`src/rtl/dram_pkg.sv`:
```
// dram_pkg: shared states, pin command encodings and address fields
// for the single-port DRAM controller.
package dram_pkg;

  localparam int ROW_W = 11;
  localparam int COL_W = 10;
  localparam int A_W   = 11;
  localparam int WA_W  = ROW_W + COL_W;

  typedef enum logic [2:0] {
    IDLE,
    PRE,
    ACT,
    COL,
    RDWAIT,
    WRWAIT,
    DONE
  } dram_state_t;

  typedef struct packed {
    logic       csn;
    logic       rasn;
    logic       casn;
    logic [3:0] wen;
  } dram_cmd_t;

  localparam dram_cmd_t CMD_RESET =
    '{csn: 1'b1, rasn: 1'b1, casn: 1'b1, wen: 4'hF};
  localparam dram_cmd_t CMD_IDLE =
    '{csn: 1'b0, rasn: 1'b1, casn: 1'b1, wen: 4'hF};
  localparam dram_cmd_t CMD_ACT =
    '{csn: 1'b0, rasn: 1'b0, casn: 1'b1, wen: 4'hF};
  localparam dram_cmd_t CMD_READ =
    '{csn: 1'b0, rasn: 1'b1, casn: 1'b0, wen: 4'hF};
  localparam dram_cmd_t CMD_WRITE =
    '{csn: 1'b0, rasn: 1'b1, casn: 1'b0, wen: 4'h0};
  localparam dram_cmd_t CMD_PRE =
    '{csn: 1'b0, rasn: 1'b0, casn: 1'b1, wen: 4'h0};

  function automatic logic [A_W-1:0] row_of(
    input logic [WA_W-1:0] wa
  );
    return wa[WA_W-1:COL_W];
  endfunction

  function automatic logic [A_W-1:0] col_of(
    input logic [WA_W-1:0] wa
  );
    return {1'b0, wa[COL_W-1:0]};
  endfunction

endpackage

```
`src/rtl/dram_delay_cnt.sv`:
```
// dram_delay_cnt: loadable 3-bit down-counter; done while at zero.
// Shared by the precharge, activate and write-recovery waits.
module dram_delay_cnt (
  input  logic       clk,
  input  logic       rst,
  input  logic       load,
  input  logic [2:0] load_val,
  output logic       done
);

  logic [2:0] cnt_q;

  always_ff @(posedge clk or negedge rst) begin
    if (!rst) begin
      cnt_q <= 3'd0;
    end else if (load) begin
      cnt_q <= load_val;
    end else if (cnt_q != 3'd0) begin
      cnt_q <= cnt_q - 3'd1;
    end
  end

  assign done = (cnt_q == 3'd0);

endmodule

```
`src/rtl/dram_ctrl.sv`:
```
// dram_ctrl: single-port DRAM controller, one word request at a time.
// Define DRAM_OPEN_PAGE_EN to keep rows open (row-hit path).
module dram_ctrl
  import dram_pkg::*;
#(
  parameter int T_RP  = 5,
  parameter int T_RCD = 5,
  parameter int T_WR  = 5
) (
  input  logic        clk,
  input  logic        rst,
  input  logic        req_valid,
  output logic        req_ready,
  input  logic        req_write,
  input  logic [31:0] req_addr,
  input  logic [31:0] req_wdata,
  input  logic [3:0]  req_wstrb,
  output logic        rsp_valid,
  output logic [31:0] rsp_rdata,
  output logic        DRAM_CSn,
  output logic        DRAM_RASn,
  output logic        DRAM_CASn,
  output logic [3:0]  DRAM_WEn,
  output logic [10:0] DRAM_A,
  output logic [31:0] DRAM_D,
  input  logic [31:0] DRAM_Q,
  input  logic        DRAM_VALID
);

  localparam logic [2:0] RP_LD  = 3'(T_RP - 1);
  localparam logic [2:0] RCD_LD = 3'(T_RCD - 1);
  localparam logic [2:0] WR_LD  = 3'(T_WR - 1);

  dram_state_t state_q, state_d;
  logic        wait_q, wait_d;
  logic        wr_q;
  logic [WA_W-1:0] wa_q;
  logic [31:0] wdata_q;
  logic [3:0]  wstrb_q;

  logic            idle;
  logic [WA_W-1:0] cur_wa;
  logic [31:0]     cur_wdata;
  logic [3:0]      cur_wstrb;
  logic            lat_en;
  logic            rdata_en;
  logic            cnt_load;
  logic [2:0]      cnt_val;
  logic            cnt_done;

  dram_cmd_t   cmd_q, cmd_d;
  logic [10:0] a_q, a_d;
  logic [31:0] d_q, d_d;
  logic [31:0] rdata_q;

  logic unused_addr;
  assign unused_addr = ^{req_addr[31:23], req_addr[1:0]};

  // Commands are issued on entry, so the IDLE cycle of a
  // handshake uses the live request fields.
  assign idle      = (state_q == IDLE);
  assign cur_wa    = idle ? req_addr[22:2] : wa_q;
  assign cur_wdata = idle ? req_wdata : wdata_q;
  assign cur_wstrb = idle ? req_wstrb : wstrb_q;

`ifdef DRAM_OPEN_PAGE_EN
  logic        row_open_q;
  logic [10:0] open_row_q;
  logic        row_hit;

  assign row_hit = row_open_q &&
    (open_row_q == row_of(req_addr[22:2]));

  always_ff @(posedge clk or negedge rst) begin
    if (!rst) begin
      row_open_q <= 1'b0;
      open_row_q <= '0;
    end else if (state_d != state_q) begin
      if (state_d == PRE) begin
        row_open_q <= 1'b0;
      end else if (state_d == ACT) begin
        row_open_q <= 1'b1;
        open_row_q <= row_of(cur_wa);
      end
    end
  end
`endif

  dram_delay_cnt u_dly (
    .clk      (clk),
    .rst      (rst),
    .load     (cnt_load),
    .load_val (cnt_val),
    .done     (cnt_done)
  );

  always_comb begin
    state_d  = state_q;
    wait_d   = 1'b0;
    lat_en   = 1'b0;
    rdata_en = 1'b0;
    cnt_load = 1'b0;
    cnt_val  = 3'd0;
    cmd_d    = CMD_IDLE;
    a_d      = '0;
    d_d      = '0;

    unique case (state_q)
      IDLE: begin
        if (req_valid) begin
          lat_en = 1'b1;
`ifdef DRAM_OPEN_PAGE_EN
          if (!row_open_q) state_d = ACT;
          else if (row_hit) state_d = COL;
          else state_d = PRE;
`else
          state_d = ACT;
`endif
        end
      end
      PRE: begin
        if (!wait_q) begin
          cnt_load = 1'b1;
          cnt_val  = RP_LD;
          wait_d   = 1'b1;
        end else if (cnt_done) begin
`ifdef DRAM_OPEN_PAGE_EN
          state_d = ACT;
`else
          state_d = IDLE;
`endif
        end else begin
          wait_d = 1'b1;
        end
      end
      ACT: begin
        if (!wait_q) begin
          cnt_load = 1'b1;
          cnt_val  = RCD_LD;
          wait_d   = 1'b1;
        end else if (cnt_done) begin
          state_d = COL;
        end else begin
          wait_d = 1'b1;
        end
      end
      COL: begin
        if (wr_q) begin
          state_d  = WRWAIT;
          cnt_load = 1'b1;
          cnt_val  = WR_LD;
        end else begin
          state_d = RDWAIT;
        end
      end
      RDWAIT: begin
        if (DRAM_VALID) begin
          rdata_en = 1'b1;
          state_d  = DONE;
        end
      end
      WRWAIT: begin
        if (cnt_done) state_d = DONE;
      end
      DONE: begin
`ifdef DRAM_OPEN_PAGE_EN
        state_d = IDLE;
`else
        state_d = PRE;
`endif
      end
      default: state_d = IDLE;
    endcase

    if (state_d != state_q) begin
      unique case (1'b1)
        state_d == PRE: cmd_d = CMD_PRE;
        state_d == ACT: begin
          cmd_d = CMD_ACT;
          a_d   = row_of(cur_wa);
        end
        state_d == COL: begin
          a_d = col_of(cur_wa);
          if (idle ? req_write : wr_q) begin
            cmd_d     = CMD_WRITE;
            cmd_d.wen = ~cur_wstrb;
            d_d       = cur_wdata;
          end else begin
            cmd_d = CMD_READ;
          end
        end
        default: ;
      endcase
    end
  end

  always_ff @(posedge clk or negedge rst) begin
    if (!rst) begin
      state_q <= IDLE;
      wait_q  <= 1'b0;
      wr_q    <= 1'b0;
      wa_q    <= '0;
      wdata_q <= '0;
      wstrb_q <= '0;
      cmd_q   <= CMD_RESET;
      a_q     <= '0;
      d_q     <= '0;
      rdata_q <= '0;
    end else begin
      state_q <= state_d;
      wait_q  <= wait_d;
      cmd_q   <= cmd_d;
      a_q     <= a_d;
      d_q     <= d_d;
      if (lat_en) begin
        wr_q    <= req_write;
        wa_q    <= req_addr[22:2];
        wdata_q <= req_wdata;
        wstrb_q <= req_wstrb;
      end
      if (rdata_en) rdata_q <= DRAM_Q;
    end
  end

  assign req_ready = idle;
  assign rsp_valid = (state_q == DONE);
  assign rsp_rdata = rdata_q;
  assign DRAM_CSn  = cmd_q.csn;
  assign DRAM_RASn = cmd_q.rasn;
  assign DRAM_CASn = cmd_q.casn;
  assign DRAM_WEn  = cmd_q.wen;
  assign DRAM_A    = a_q;
  assign DRAM_D    = d_q;

endmodule

```
`config.mk`:
```
export PLATFORM = sky130hd
export DESIGN_NAME = dram_ctrl
export DESIGN_NICKNAME = d
export VERILOG_FILES = /design/src/rtl/dram_pkg.sv /design/src/rtl/dram_delay_cnt.sv /design/src/rtl/dram_ctrl.sv
export SDC_FILE = /design/constraint.sdc
export NUM_CORES = 1
export LEC_CHECK = 0
export CORE_ASPECT_RATIO = 1.5
export CORE_MARGIN = 1
export CORE_UTILIZATION = 48
export CTS_BUF_LIST = sky130_fd_sc_hd__clkbuf_4
export CTS_CLUSTER_DIAMETER = 50
export DETAILED_ROUTE_END_ITERATION = 8
export PLACE_DENSITY = 0.84
export SETUP_SLACK_MARGIN = 0.2
export SLEW_MARGIN = 20
export SYNTH_ARGS = -nofsm -noshare
export SYNTH_HDL_FRONTEND = slang
export SYNTH_SLANG_ARGS = --single-unit
```
`constraint.sdc`:
```
create_clock -name clk -period 2.6 [get_ports clk]
set_input_delay 0.52 -clock clk [delete_from_list [all_inputs] [get_ports clk]]
set_output_delay 0.52 -clock clk [all_outputs]
set_load 0.03 [all_outputs]
```
==> flow_summary.yaml <==
grt:
  antenna_found_initial: 1
  grt_overflow: 0
  grt_max_degree: 67
  grt_first_pass_wirelength_mm: 21.31
  grt_usage_pct: 21.94
  grt_pass1_vias: 4313
floorplanning:
  die_w_um: 91.89
  die-area_sq_um: 12570
  core_area_sq_um: 11650
  rows: 48
  die_h_um: 136.8
  start_util_pct: 49.94
  io_pins: 189
pwr:
  irDropWorstVdd_v: 0.0004859
  p_per_area_nw_per_um2: 1157
  combPwrFrac_pct: 43.8
  p_leak_nw: 3.515
  power.share.sequential_pct: 38.4
  switching_share_pct: 36.58
  p_clk_share_pct: 17.8
  p_int_mw: 5.944
  finalPower_mw: 9.373
  netSwitchingPower_mw: 3.429
cells_and_area:
  final_layout_size_suffix_gt1_share_pct: 21.08
  area_growth_pct: 39.18
  final_common_cell: "clkdlybuf4s50_1"
  utilization_pct: 69.50
  fin_nets: 744
  final_cell_mix: "clkdlybuf4s50_1, dfrtp_1, mux2_2"
  fin_area_sq_um: 8098
detailed_routing:
  first_iter_violations: 268
  ant_nets: 0
  vias_per_cell: 5.166
  drt-total-wl_mm: 13.03
  vias: 4138
  drc_errors: 0
  wl_per_cell_um: 16.26
  first_pass_iters: 8
clock_tree:
  cts_setup_buffers: 0
  cts_tree: "built"
  cts_buffers: 17
  clock-sinks: 146
  h-tree-depth: 4
  clockRootBuffer: "clkbuf_4"
  clk-insertion-delay-late_ns: 0.51
  cts_buffer_depth: 2
  clkSlewWorstSetupHoldPaths_ns: 0.12
worst_setup_path:
  worstSetupPathType: "flip-flop to output port"
  r2r-start: "state_q[0]"
  cp-end-kind: "output port"
  critPathArrivalTime_ns: 1.77
  ff2ff_setup_slack_ns: 0.35
  reg2regPathDepth: 6
  critPathMaxFanout: 2
  startpoint_type: "flip-flop"
  crit_chain: "or3_1 -> inv_2 -> clkdlybuf4s15_1"
  r2r-end: "wdata_q[26]"
  crit_path_max_incr_delay_ns: 0.41
  crit_path_top_delay_cell: "or3_1"
  cp_data_required_time_ns: 2.08
timing:
  final_hold_viol_count: 0
  slew_viol_final: 0
  clock_skew_ns: 0.01938
  rsz0062_at_grt: "no"
  worst_pin_slew_ns: 0.8049
  slew_headroom_pct: 46.23
  tns_ns: 0
  finalWorstSetupSlack_ns: 0.3124
  min_period_over_period_pct: 87.98
  setup_violations: 0
  finalCriticalPeriod_ns: 2.288
  clock.fmax_mhz: 437.1
place:
  post-place-ws_ns: 0.2855
  gp_congestion: 0.8231
  dpl.hpwl_mm: 9.131
  place_area_sq_um: 7739
  portBuffers: 177
yosys:
  yosysWarnings: 0
  ys_ff_latch: 146
  syn_nets: 563
  seq_area_frac_synth_pct: 62.95
  syn-instance-count: 456
  synth_cell_types: 38
  netlist_area_sq_um: 5818
  syn_avg_cell_area_sq_um: 12.76
hold_path:
  hold_depth: 1
  holdPathEnd: "wa_q[13]"
  hold_start: "wa_q[13]"
  hold_path.class: "flip-flop to flip-flop"
job:
  max_cap_viol_count: 0
run_status:
  outcome: "complete, no violations"
==> cell usage after synthesis (all sizes together) <==
library cell | count | area, sq um
nand3 | 8 | 40.04
inv | 8 | 30.03
and2 | 1 | 6.260
a21oi | 34 | 170.2
a311o | 1 | 10.01
a22oi | 10 | 75.07
nand3b | 1 | 7.510
xnor2 | 1 | 8.760
nor3 | 3 | 20.02
o21ai | 7 | 35.03
nand2b | 2 | 12.51
a311oi | 2 | 23.77
ha | 2 | 25.02
mux2 | 89 | 1002
mux2i | 1 | 10.01
nand2 | 70 | 262.8
xor2 | 1 | 8.760
nor3b | 2 | 20.02
and3 | 2 | 12.51
conb | 1 | 3.750
dfrtp | 139 | 3478
nor2b | 4 | 25.02
clkbuf | 12 | 45.04
o22a | 1 | 8.760
o32a | 1 | 10.01
dfstp | 7 | 183.9
buf | 16 | 117.6
or3 | 1 | 6.260
nor2 | 19 | 71.32
a22o | 10 | 87.58
==> power by group through the flow <==
stage / clock, mW / combinational, mW / sequential (mW)
6_report: 1.67 / 4.10 / 3.60
2_1_floorplan: 0 / 2.01 / 4.30
3_5_place_dp: 0 / 4.13 / 3.65
3_3_place_gp: 0 / 4.01 / 3.58
4_1_cts: 1.72 / 4.14 / 3.60
5_1_grt: 1.82 / 4.46 / 3.71
==> final cells by class <==
cell class / count / area (sq um)
Clock buffer: 19 / 142.6
Inverter: 8 / 30.03
Multi-Input combinational cell: 274 / 1971
Antenna cell: 1 / 2.502
Timing Repair Buffer: 190 / 1893
Clock inverter: 13 / 209.0
Sequential cell: 146 / 3662
Fill cell: 837 / 3553
Tap cell: 150 / 187.7
==> repair_timing <==
item	CTS	global route
hold endpoints to repair	62	0
endpoints found under the setup margin	2	2
gates resized for setup	2	3
hold buffers	1	0
==> state kept, by name, summed over array words and instances, names as in the netlist <==
| name | cells |
|---|---|
| wa_q | 20 |
| DRAM_D | 32 |
| wdata_q | 32 |
| DRAM_RASn | 1 |
| wr_q | 1 |
| DRAM_CSn | 1 |
| rsp_rdata | 32 |
| DRAM_WEn | 4 |
| DRAM_CASn | 1 |
| state_q | 3 |
| wstrb_q | 4 |
| DRAM_A | 11 |
| wait_q | 1 |
| u_dly.cnt_q | 3 |
==> metal layers <==
| metal | up-vias | wire [um] | track usage, % |
|---|---|---|---|
| li1 | 1929 | - | - |
| met1 | 2045 | 5107 | 25.48 |
| met2 | 149 | 6958 | 38.60 |
| met3 | 15 | 726 | 5.944 |
| met4 | 0 | 234 | 8.420 |
| met5 | - | 0 | 0 |
==> worst max-delay path by stage <==
| stage | from | endpoint | depth (start not counted) | slack (ns) |
|---|---|---|---|---|
| after floorplan | state_q[1] | req_ready | 4 | 0.70 |
| after global placement | req_valid | DRAM_A[0] | 5 | 0.29 |
| after detailed placement | req_valid | DRAM_A[4] | 5 | 0.29 |
| after CTS | state_q[0] | rsp_valid | 4 | 0.16 |
| after global routing | state_q[0] | req_ready | 3 | 0.20 |
| final | state_q[0] | req_ready | 3 | 0.31 |
==> logic make-up (layout without fill, tap and decap cells) <==
| group | Yosys count | in the layout | share of synthesized area, % |
|---|---|---|---|
| XOR/XNOR | 2 | 2 | 0.3011 |
| AND/OR/NAND/NOR | 113 | 113 | 8.323 |
| AO/OA/AOI/OAI | 66 | 66 | 7.226 |
| adder cells (fa/ha/maj) | 2 | 2 | 0.4300 |
| multiplexers | 90 | 90 | 17.40 |
| buffers and inverters | 36 | 230 | 3.312 |
| other | 1 | 2 | 0.06445 |
| flip-flops | 146 | 146 | 62.95 |
==> stage by stage <==
stage,hold WS (ns),std cells
floorplan,0.2244,456
global placement,0.4699,767
detailed placement,0.4760,767
CTS,0.5036,800
global route,0.5144,801
finish,0.5023,801
==> critical path: cells and delay by family, from the launching register on <==
family                 cells  cell delay [ns]
flip-flops                 1             0.38
AND/OR/NAND/NOR            1             0.41
buffers and inverters      2             0.48
(Power assumes the default switching activity.)
